### src/rtl/game_pkg.sv
// Shared types and constants for the match controller: state encoding,
// winner codes and the goal-hold counter width.
package game_pkg;

  typedef enum logic [2:0] {
    ST_IDLE      = 3'd0,
    ST_PLAYING   = 3'd1,
    ST_PAUSED    = 3'd2,
    ST_GOAL_HOLD = 3'd3,
    ST_OVER      = 3'd4,
    ST_OVERTIME  = 3'd5
  } state_e;

  localparam logic [1:0] WIN_NONE = 2'b00;
  localparam logic [1:0] WIN_T1   = 2'b01;
  localparam logic [1:0] WIN_T2   = 2'b10;
  localparam logic [1:0] WIN_DRAW = 2'b11;

  localparam int unsigned HOLD_W = 4;

  function automatic logic [1:0] judge(input logic t1_ahead, input logic t2_ahead);
    if (t1_ahead) return WIN_T1;
    if (t2_ahead) return WIN_T2;
    return WIN_DRAW;
  endfunction

endpackage

### src/rtl/match_controller_if.sv
// Button/goal pulse inputs and display-side outputs of the match controller.
// master = pulse sources and display consumer, slave = the controller.
interface match_controller_if #(
  parameter int unsigned TIME_W  = 8,
  parameter int unsigned SCORE_W = 4
) ();
  logic               start_btn;
  logic               pause_btn;
  logic               goal_team1;
  logic               goal_team2;
  logic               game_on;
  logic               game_over;
  logic               ball_reset;
  logic [TIME_W-1:0]  time_left;
  logic [SCORE_W-1:0] team1_score;
  logic [SCORE_W-1:0] team2_score;
  logic [1:0]         winner;
  logic [2:0]         state;

  modport master (
    output start_btn, pause_btn, goal_team1, goal_team2,
    input  game_on, game_over, ball_reset, time_left,
    input  team1_score, team2_score, winner, state
  );

  modport slave (
    input  start_btn, pause_btn, goal_team1, goal_team2,
    output game_on, game_over, ball_reset, time_left,
    output team1_score, team2_score, winner, state
  );
endinterface

### src/rtl/sec_prescaler.sv
// Game-second prescaler: counts 0..CLK_FREQ-1 while enabled and flags the
// last count; clr forces the count back to zero.
module sec_prescaler #(
  parameter int unsigned CLK_FREQ = 50000000
) (
  input  logic clk,
  input  logic rst,
  input  logic en,
  input  logic clr,
  output logic tick
);
  localparam int unsigned CNT_W = (CLK_FREQ > 1) ? $clog2(CLK_FREQ) : 1;
  localparam logic [CNT_W-1:0] LAST = CNT_W'(CLK_FREQ - 1);

  logic [CNT_W-1:0] cnt_q;

  // tick is not masked by clr so a goal on the final count still ages the timer
  assign tick = en && (cnt_q == LAST);

  always_ff @(posedge clk) begin
    if (rst || clr) begin
      cnt_q <= '0;
    end else if (en) begin
      cnt_q <= (cnt_q == LAST) ? '0 : cnt_q + CNT_W'(1);
    end
  end
endmodule

### src/rtl/match_controller.sv
// Match lifecycle controller: start/pause, countdown, saturating scores,
// post-goal hold and winner report. Overtime is enabled by MATCH_OVERTIME_EN.
module match_controller
  import game_pkg::*;
#(
  parameter int unsigned CLK_FREQ          = 50000000,
  parameter int unsigned MATCH_SECONDS     = 180,
  parameter int unsigned TIME_W            = 8,
  parameter int unsigned SCORE_W           = 4,
  parameter int unsigned GOAL_HOLD_SECONDS = 2,
  parameter int unsigned SCORE_LIMIT       = 0
) (
  input  logic               clk,
  input  logic               rst,
  match_controller_if.slave  bus
);
  localparam logic [TIME_W-1:0] TIME_INIT = TIME_W'(MATCH_SECONDS);
  localparam logic [HOLD_W-1:0] HOLD_LAST = HOLD_W'(GOAL_HOLD_SECONDS - 1);

  state_e             state_q, state_d;
  logic [TIME_W-1:0]  time_q, time_d;
  logic [SCORE_W-1:0] score1_q, score1_d;
  logic [SCORE_W-1:0] score2_q, score2_d;
  logic [1:0]         winner_q, winner_d;
  logic [HOLD_W-1:0]  hold_q, hold_d;
  logic               ball_reset_q, ball_reset_d;
  logic               game_on_q, game_over_q;
  logic               tick, presc_en, presc_clr;
  logic               g1, g2, time_end;

  function automatic logic [SCORE_W-1:0] sat_inc(input logic [SCORE_W-1:0] s);
    return (&s) ? s : s + SCORE_W'(1);
  endfunction

  assign g1       = bus.goal_team1;
  assign g2       = bus.goal_team2;
  assign presc_en = (state_q == ST_PLAYING) || (state_q == ST_GOAL_HOLD);
  assign time_end = tick && (time_q <= TIME_W'(1));

  sec_prescaler #(.CLK_FREQ(CLK_FREQ)) u_presc (
    .clk  (clk),
    .rst  (rst),
    .en   (presc_en),
    .clr  (presc_clr),
    .tick (tick)
  );

  always_comb begin
    state_d      = state_q;
    time_d       = time_q;
    score1_d     = score1_q;
    score2_d     = score2_q;
    winner_d     = winner_q;
    hold_d       = hold_q;
    ball_reset_d = 1'b0;
    presc_clr    = 1'b0;
    case (state_q)
      ST_IDLE: begin
        presc_clr = 1'b1;
        if (bus.start_btn) begin
          state_d      = ST_PLAYING;
          time_d       = TIME_INIT;
          score1_d     = '0;
          score2_d     = '0;
          winner_d     = WIN_NONE;
          ball_reset_d = 1'b1;
        end
      end
      ST_PLAYING: begin
        if (g1) score1_d = sat_inc(score1_q);
        if (g2) score2_d = sat_inc(score2_q);
        if (tick && (time_q != '0)) time_d = time_q - TIME_W'(1);
        // Timer expiry wins over goal hold; the winner sees this cycle's goals
        if (time_end) begin
`ifdef MATCH_OVERTIME_EN
          if (score1_d == score2_d) begin
            state_d = ST_OVERTIME;
          end else begin
            state_d  = ST_OVER;
            winner_d = judge(score1_d > score2_d, score2_d > score1_d);
          end
`else
          state_d  = ST_OVER;
          winner_d = judge(score1_d > score2_d, score2_d > score1_d);
`endif
        end else if ((g1 || g2) && (SCORE_LIMIT != 0) &&
                     ((32'(score1_d) >= SCORE_LIMIT) || (32'(score2_d) >= SCORE_LIMIT))) begin
          state_d  = ST_OVER;
          winner_d = judge(score1_d > score2_d, score2_d > score1_d);
        end else if (g1 || g2) begin
          state_d   = ST_GOAL_HOLD;
          hold_d    = '0;
          presc_clr = 1'b1;
        end else if (bus.pause_btn) begin
          state_d = ST_PAUSED;
        end
      end
      ST_PAUSED: begin
        if (bus.pause_btn) state_d = ST_PLAYING;
      end
      ST_GOAL_HOLD: begin
        if (tick) begin
          if (hold_q == HOLD_LAST) begin
            state_d      = ST_PLAYING;
            ball_reset_d = 1'b1;
          end else begin
            hold_d = hold_q + HOLD_W'(1);
          end
        end
      end
      ST_OVER: begin
        presc_clr = 1'b1;
        if (bus.start_btn) begin
          state_d  = ST_IDLE;
          time_d   = TIME_INIT;
          score1_d = '0;
          score2_d = '0;
          winner_d = WIN_NONE;
        end
      end
`ifdef MATCH_OVERTIME_EN
      ST_OVERTIME: begin
        if (g1 || g2) begin
          if (g1) score1_d = sat_inc(score1_q);
          if (g2) score2_d = sat_inc(score2_q);
          state_d  = ST_OVER;
          winner_d = (g1 && g2) ? WIN_DRAW : (g1 ? WIN_T1 : WIN_T2);
        end
      end
`endif
      default: begin
        state_d   = ST_IDLE;
        presc_clr = 1'b1;
      end
    endcase
  end

  always_ff @(posedge clk) begin
    if (rst) begin
      state_q      <= ST_IDLE;
      time_q       <= TIME_INIT;
      score1_q     <= '0;
      score2_q     <= '0;
      winner_q     <= WIN_NONE;
      hold_q       <= '0;
      ball_reset_q <= 1'b0;
      game_on_q    <= 1'b0;
      game_over_q  <= 1'b0;
    end else begin
      state_q      <= state_d;
      time_q       <= time_d;
      score1_q     <= score1_d;
      score2_q     <= score2_d;
      winner_q     <= winner_d;
      hold_q       <= hold_d;
      ball_reset_q <= ball_reset_d;
      game_on_q    <= (state_d == ST_PLAYING) || (state_d == ST_OVERTIME);
      game_over_q  <= (state_d == ST_OVER);
    end
  end

  assign bus.game_on     = game_on_q;
  assign bus.game_over   = game_over_q;
  assign bus.ball_reset  = ball_reset_q;
  assign bus.time_left   = time_q;
  assign bus.team1_score = score1_q;
  assign bus.team2_score = score2_q;
  assign bus.winner      = winner_q;
  assign bus.state       = state_q;
endmodule
### src/flat_wrapper.sv
// flat-port wrapper written by rule: the top's interface ports become plain ports
module match_controller_flat import game_pkg::*;
#(
  parameter int unsigned CLK_FREQ          = 50000000,
  parameter int unsigned MATCH_SECONDS     = 180,
  parameter int unsigned TIME_W            = 8,
  parameter int unsigned SCORE_W           = 4,
  parameter int unsigned GOAL_HOLD_SECONDS = 2,
  parameter int unsigned SCORE_LIMIT       = 0
)
  (clk, rst, bus_start_btn, bus_pause_btn, bus_goal_team1, bus_goal_team2, bus_game_on, bus_game_over, bus_ball_reset, bus_time_left, bus_team1_score, bus_team2_score, bus_winner, bus_state);
  match_controller_if #(.TIME_W(TIME_W), .SCORE_W(SCORE_W)) bus_i ();
  input  logic clk;
  input  logic rst;
  input wire logic [$bits(bus_i.start_btn)-1:0] bus_start_btn;
  input wire logic [$bits(bus_i.pause_btn)-1:0] bus_pause_btn;
  input wire logic [$bits(bus_i.goal_team1)-1:0] bus_goal_team1;
  input wire logic [$bits(bus_i.goal_team2)-1:0] bus_goal_team2;
  output wire logic [$bits(bus_i.game_on)-1:0] bus_game_on;
  output wire logic [$bits(bus_i.game_over)-1:0] bus_game_over;
  output wire logic [$bits(bus_i.ball_reset)-1:0] bus_ball_reset;
  output wire logic [$bits(bus_i.time_left)-1:0] bus_time_left;
  output wire logic [$bits(bus_i.team1_score)-1:0] bus_team1_score;
  output wire logic [$bits(bus_i.team2_score)-1:0] bus_team2_score;
  output wire logic [$bits(bus_i.winner)-1:0] bus_winner;
  output wire logic [$bits(bus_i.state)-1:0] bus_state;
  assign bus_i.start_btn = bus_start_btn;
  assign bus_i.pause_btn = bus_pause_btn;
  assign bus_i.goal_team1 = bus_goal_team1;
  assign bus_i.goal_team2 = bus_goal_team2;
  assign bus_game_on = bus_i.game_on;
  assign bus_game_over = bus_i.game_over;
  assign bus_ball_reset = bus_i.ball_reset;
  assign bus_time_left = bus_i.time_left;
  assign bus_team1_score = bus_i.team1_score;
  assign bus_team2_score = bus_i.team2_score;
  assign bus_winner = bus_i.winner;
  assign bus_state = bus_i.state;
  match_controller #(.CLK_FREQ(CLK_FREQ), .MATCH_SECONDS(MATCH_SECONDS), .TIME_W(TIME_W), .SCORE_W(SCORE_W), .GOAL_HOLD_SECONDS(GOAL_HOLD_SECONDS), .SCORE_LIMIT(SCORE_LIMIT)) u_core (.clk(clk), .rst(rst), .bus(bus_i));
endmodule
### config.mk
export PLATFORM = sky130hd
export DESIGN_NAME = match_controller_flat
export DESIGN_NICKNAME = d
export VERILOG_FILES = /design/src/rtl/game_pkg.sv /design/src/rtl/match_controller_if.sv /design/src/rtl/sec_prescaler.sv /design/src/rtl/match_controller.sv /design/src/flat_wrapper.sv
export SDC_FILE = /design/constraint.sdc
export NUM_CORES = 1
export LEC_CHECK = 0
export CAP_MARGIN = 10
export CELL_PAD_IN_SITES_DETAIL_PLACEMENT = 0
export CELL_PAD_IN_SITES_GLOBAL_PLACEMENT = 2
export CORE_MARGIN = 8
export CORE_UTILIZATION = 35
export CTS_CLUSTER_SIZE = 20
export DETAILED_ROUTE_END_ITERATION = 7
export PLACE_DENSITY = 0.85
export SLEW_MARGIN = 15
export SYNTH_ARGS = -nofsm -noshare
export SYNTH_HDL_FRONTEND = slang
export SYNTH_SLANG_ARGS = --single-unit
export TNS_END_PERCENT = 1
### constraint.sdc
create_clock -name clk -period 2.6 [get_ports clk]
set_input_delay 0.26 -clock clk [delete_from_list [all_inputs] [get_ports clk]]
set_output_delay 0.26 -clock clk [all_outputs]
set_load 0.05 [all_outputs]
==> metrics.txt <==
Power Density between 400 and 500 nW/µm²; clk slew on worst S/H paths between 0.1 and 0.15 ns; htree depth 2; post-synthesis compound-gate area fraction 10.7%; Hold/Removal Path Class flip-flop to flip-flop; # diodes 0; Syn-to-layout area delta 17.6%; post-synthesis adder-cell area fraction 4.73%; Pre-antenna DRT Iters 4; Peak VDD IR roughly 230 µV; Post-synth ARST share 0%; Synth Area in XOR/XNOR 8.73%; Die Span X 107 µm; Max Root-Sink Buffers 2; cells along the critical path ha_1, nand3_1, nand2_1, mux2_2, ha_1, a21oi_1, o21ai_0, a21o_1, mux2i_1; syn nets 346; largest family of logic cells by synthesized area simple AND/OR/NAND/NOR gates; Crit path top cell by count ha_1; die height approximately 110 µm; total grt overflow 0; Final Slew Violations 0; root buffer cell clkbuf_8; post-synth top area share between 30% and 40%; RR Endpoint u_core.bus.winner[1]; critical path's slowest cell dfxtp_1; Slew @ Worst Pin roughly 0.73 ns; vias in the first global route around 2300; first-pass GRT wire length between 10000 and 15000 µm; DR vias 2413; Cell Area, Placed between 3000 and 4000 µm²; top post-synthesis cells by area dfxtp_1 37%, nor2_1 6.1%, xor2_1 5.4%; Core ar. 8130 µm²; most common cell in the netlist dfxtp_1; leading area contributor after synthesis dfxtp_1; critical path class flip-flop to flip-flop; final net count 378; total CTS buffers 5; CP Capture Type flip-flop; hpwl dp a little under 5000 µm; Final setup viols 0; antenna violations before repair 0; highest clock rate ~450 MHz; Critical Path Start Type flip-flop; Syn Inst Count around 330; top post-synthesis cells by count 54 x dfxtp_1, 47 x nor2_1, 25 x nand2_1; max cap viols 0; post-detailed-routing wire length between 6000 and 7000 µm; Synth warnings 0; Setup Fix Bufs, Post-CTS 0; GRT Total Usage roughly 12%; Layout Skew slightly below 0.01 ns; routed len/inst approximately 14 µm; unrepaired setup endpoints after global routing no; slew margin rel. between 50% and 60%; CTS tree yes; post-layout util ~42%; Port-buffer cells 29; mux cell area share after synthesis 2.50%; Post-CTS Resized 0; critical path arrival approximately 2.5 ns; synthesized area a little under 3000 µm²; Reg2Reg Setup Slack between 0.3 and 0.4 ns; layout cells sized above 1 approximately 8.6%; Clock Latency Late Sink roughly 0.32 ns; hold path cells 2; top_reg_cell synth dfxtp_1; CP required 2.85 ns; status completed; Min-Delay Endpoint u_core.bus.winner[0]; largest net degree at the start of global routing 24; FP Rows 33; Tmin final ~2.2 ns; CP max FO 6; slowest cell delay on critical path between 0.4 and 0.5 ns; reg2reg path depth 9; die footprint approximately 11000 µm²; number of synthesized flops with an enable pin 0; Post-route DRC 0; Finished Cell Area about 3400 µm²; GP Congestion a little under 0.8; Sink Count 54; average size of a mapped cell between 8 and 9 µm²; Hold Fails Final Rpt 0; Worst Hold Launch u_core.bus.winner[0]; Hold Buf Count CTS 0; total power ~0.0017 W; Post-Synth Simple-Gate Area 34.0%; post-synthesis sequential area ratio 37.2%; 1st-iter DRT viols 114; starting density of the core roughly 36%; setup TNS 0 ns; leak pwr 1.22 nW; RR Startpoint u_core.bus.team1_score[0]; post-synthesis register bit count 54; Netlist cell types between 50 and 60; Final Cycle Share between 80% and 90%; DR vias/cell approximately 5.2; top-level port count 30; Final ANT Viol Nets 0
## report_power, final
group	switching [W]	internal (W)
clock	0.000311	0.000196
combinational	0.000203	0.000110
sequential	0.0000254	0.000844
## cell type report
cell class,count,area (µm²)
flip-flops and latches,54,1080
repair buffers,34,328
well taps,105,131
multi-input cells,261,1770
clock inverters,3,25.0
fillers,806,4720
clock buffers,5,68.8
inverters,5,18.8
## cell families (layout without fill, tap and decap cells)
logic type,after synthesis,count (layout)
compound gates,50,50
flops,54,54
buf+inv,14,47
fa+ha+maj,11,11
simple gates,164,164
xor+xnor,29,29
mux,7,7
## cells in the final DEF, fill, tap and decap left out, drive strengths merged, types with 3 or more instances in the layout
master / n
dfxtp: 54
ha: 11
nor2: 47
and3: 8
inv: 6
a21oi: 17
buf: 5
and4: 6
o21ai: 11
nand4: 13
xnor2: 11
clkdlybuf4s50: 29
a21o: 4
nand3b: 5
nor3: 10
xor2: 18
a22oi: 3
nand3: 15
nand2: 25
mux2i: 5
clkbuf: 5
nand2b: 9
nor4: 6
or3: 7
## sequential cells by signal, summed over array words and instances (netlist names)
signal                  count
u_core.u_presc.cnt_q       26
u_core.bus.time_left        8
u_core.bus.team1_score      4
u_core.bus.team2_score      4
u_core.hold_q               4
u_core.bus.state            3
u_core.bus.winner           2
u_core.bus.ball_reset       1
u_core.bus.game_on          1
u_core.bus.game_over        1
## metal layers
metal,vias to the layer above,GRT usage [%],part of all wire [%]
met4,0,3.52,1.0
met2,29,18.4,44
met3,5,3.24,4.2
li1,1239,-,-
met1,1140,16.3,50
met5,-,0,0
## worst max path at each step
stage | cells after the start | endpoint | startpoint | slack (ns)
floorplan | 9 | u_core.bus.winner[1] | u_core.bus.team1_score[0] | 0.19
global placement | 8 | u_core.bus.winner[1] | bus_goal_team1 | 0.40
detailed placement | 8 | u_core.bus.winner[1] | bus_goal_team1 | 0.36
CTS | 9 | u_core.bus.winner[1] | u_core.bus.team1_score[0] | 0.38
global route | 9 | u_core.bus.winner[1] | u_core.bus.team1_score[0] | 0.24
finish | 9 | u_core.bus.winner[1] | u_core.bus.team1_score[0] | 0.37
## stage by stage
step | hold slack (ns) | setup slack (ns) | instances
after floorplan | 0.452 | 0.191 | 329
after global placement | 0.462 | 0.396 | 459
after detailed placement | 0.466 | 0.361 | 459
after CTS | 0.487 | 0.378 | 467
after global routing | 0.502 | 0.236 | 467
final | 0.482 | 0.369 | 467
## worst max-delay path: cells and delay by family, from the launching register on
kind,cells,cell delay [ns]
AOI/OAI and AO/OA,3,0.44
DFF,1,0.46
and+or+nand+nor,2,0.23
muxes,2,0.47
adders and majority gates,2,0.56
(Power assumes the default switching activity.)
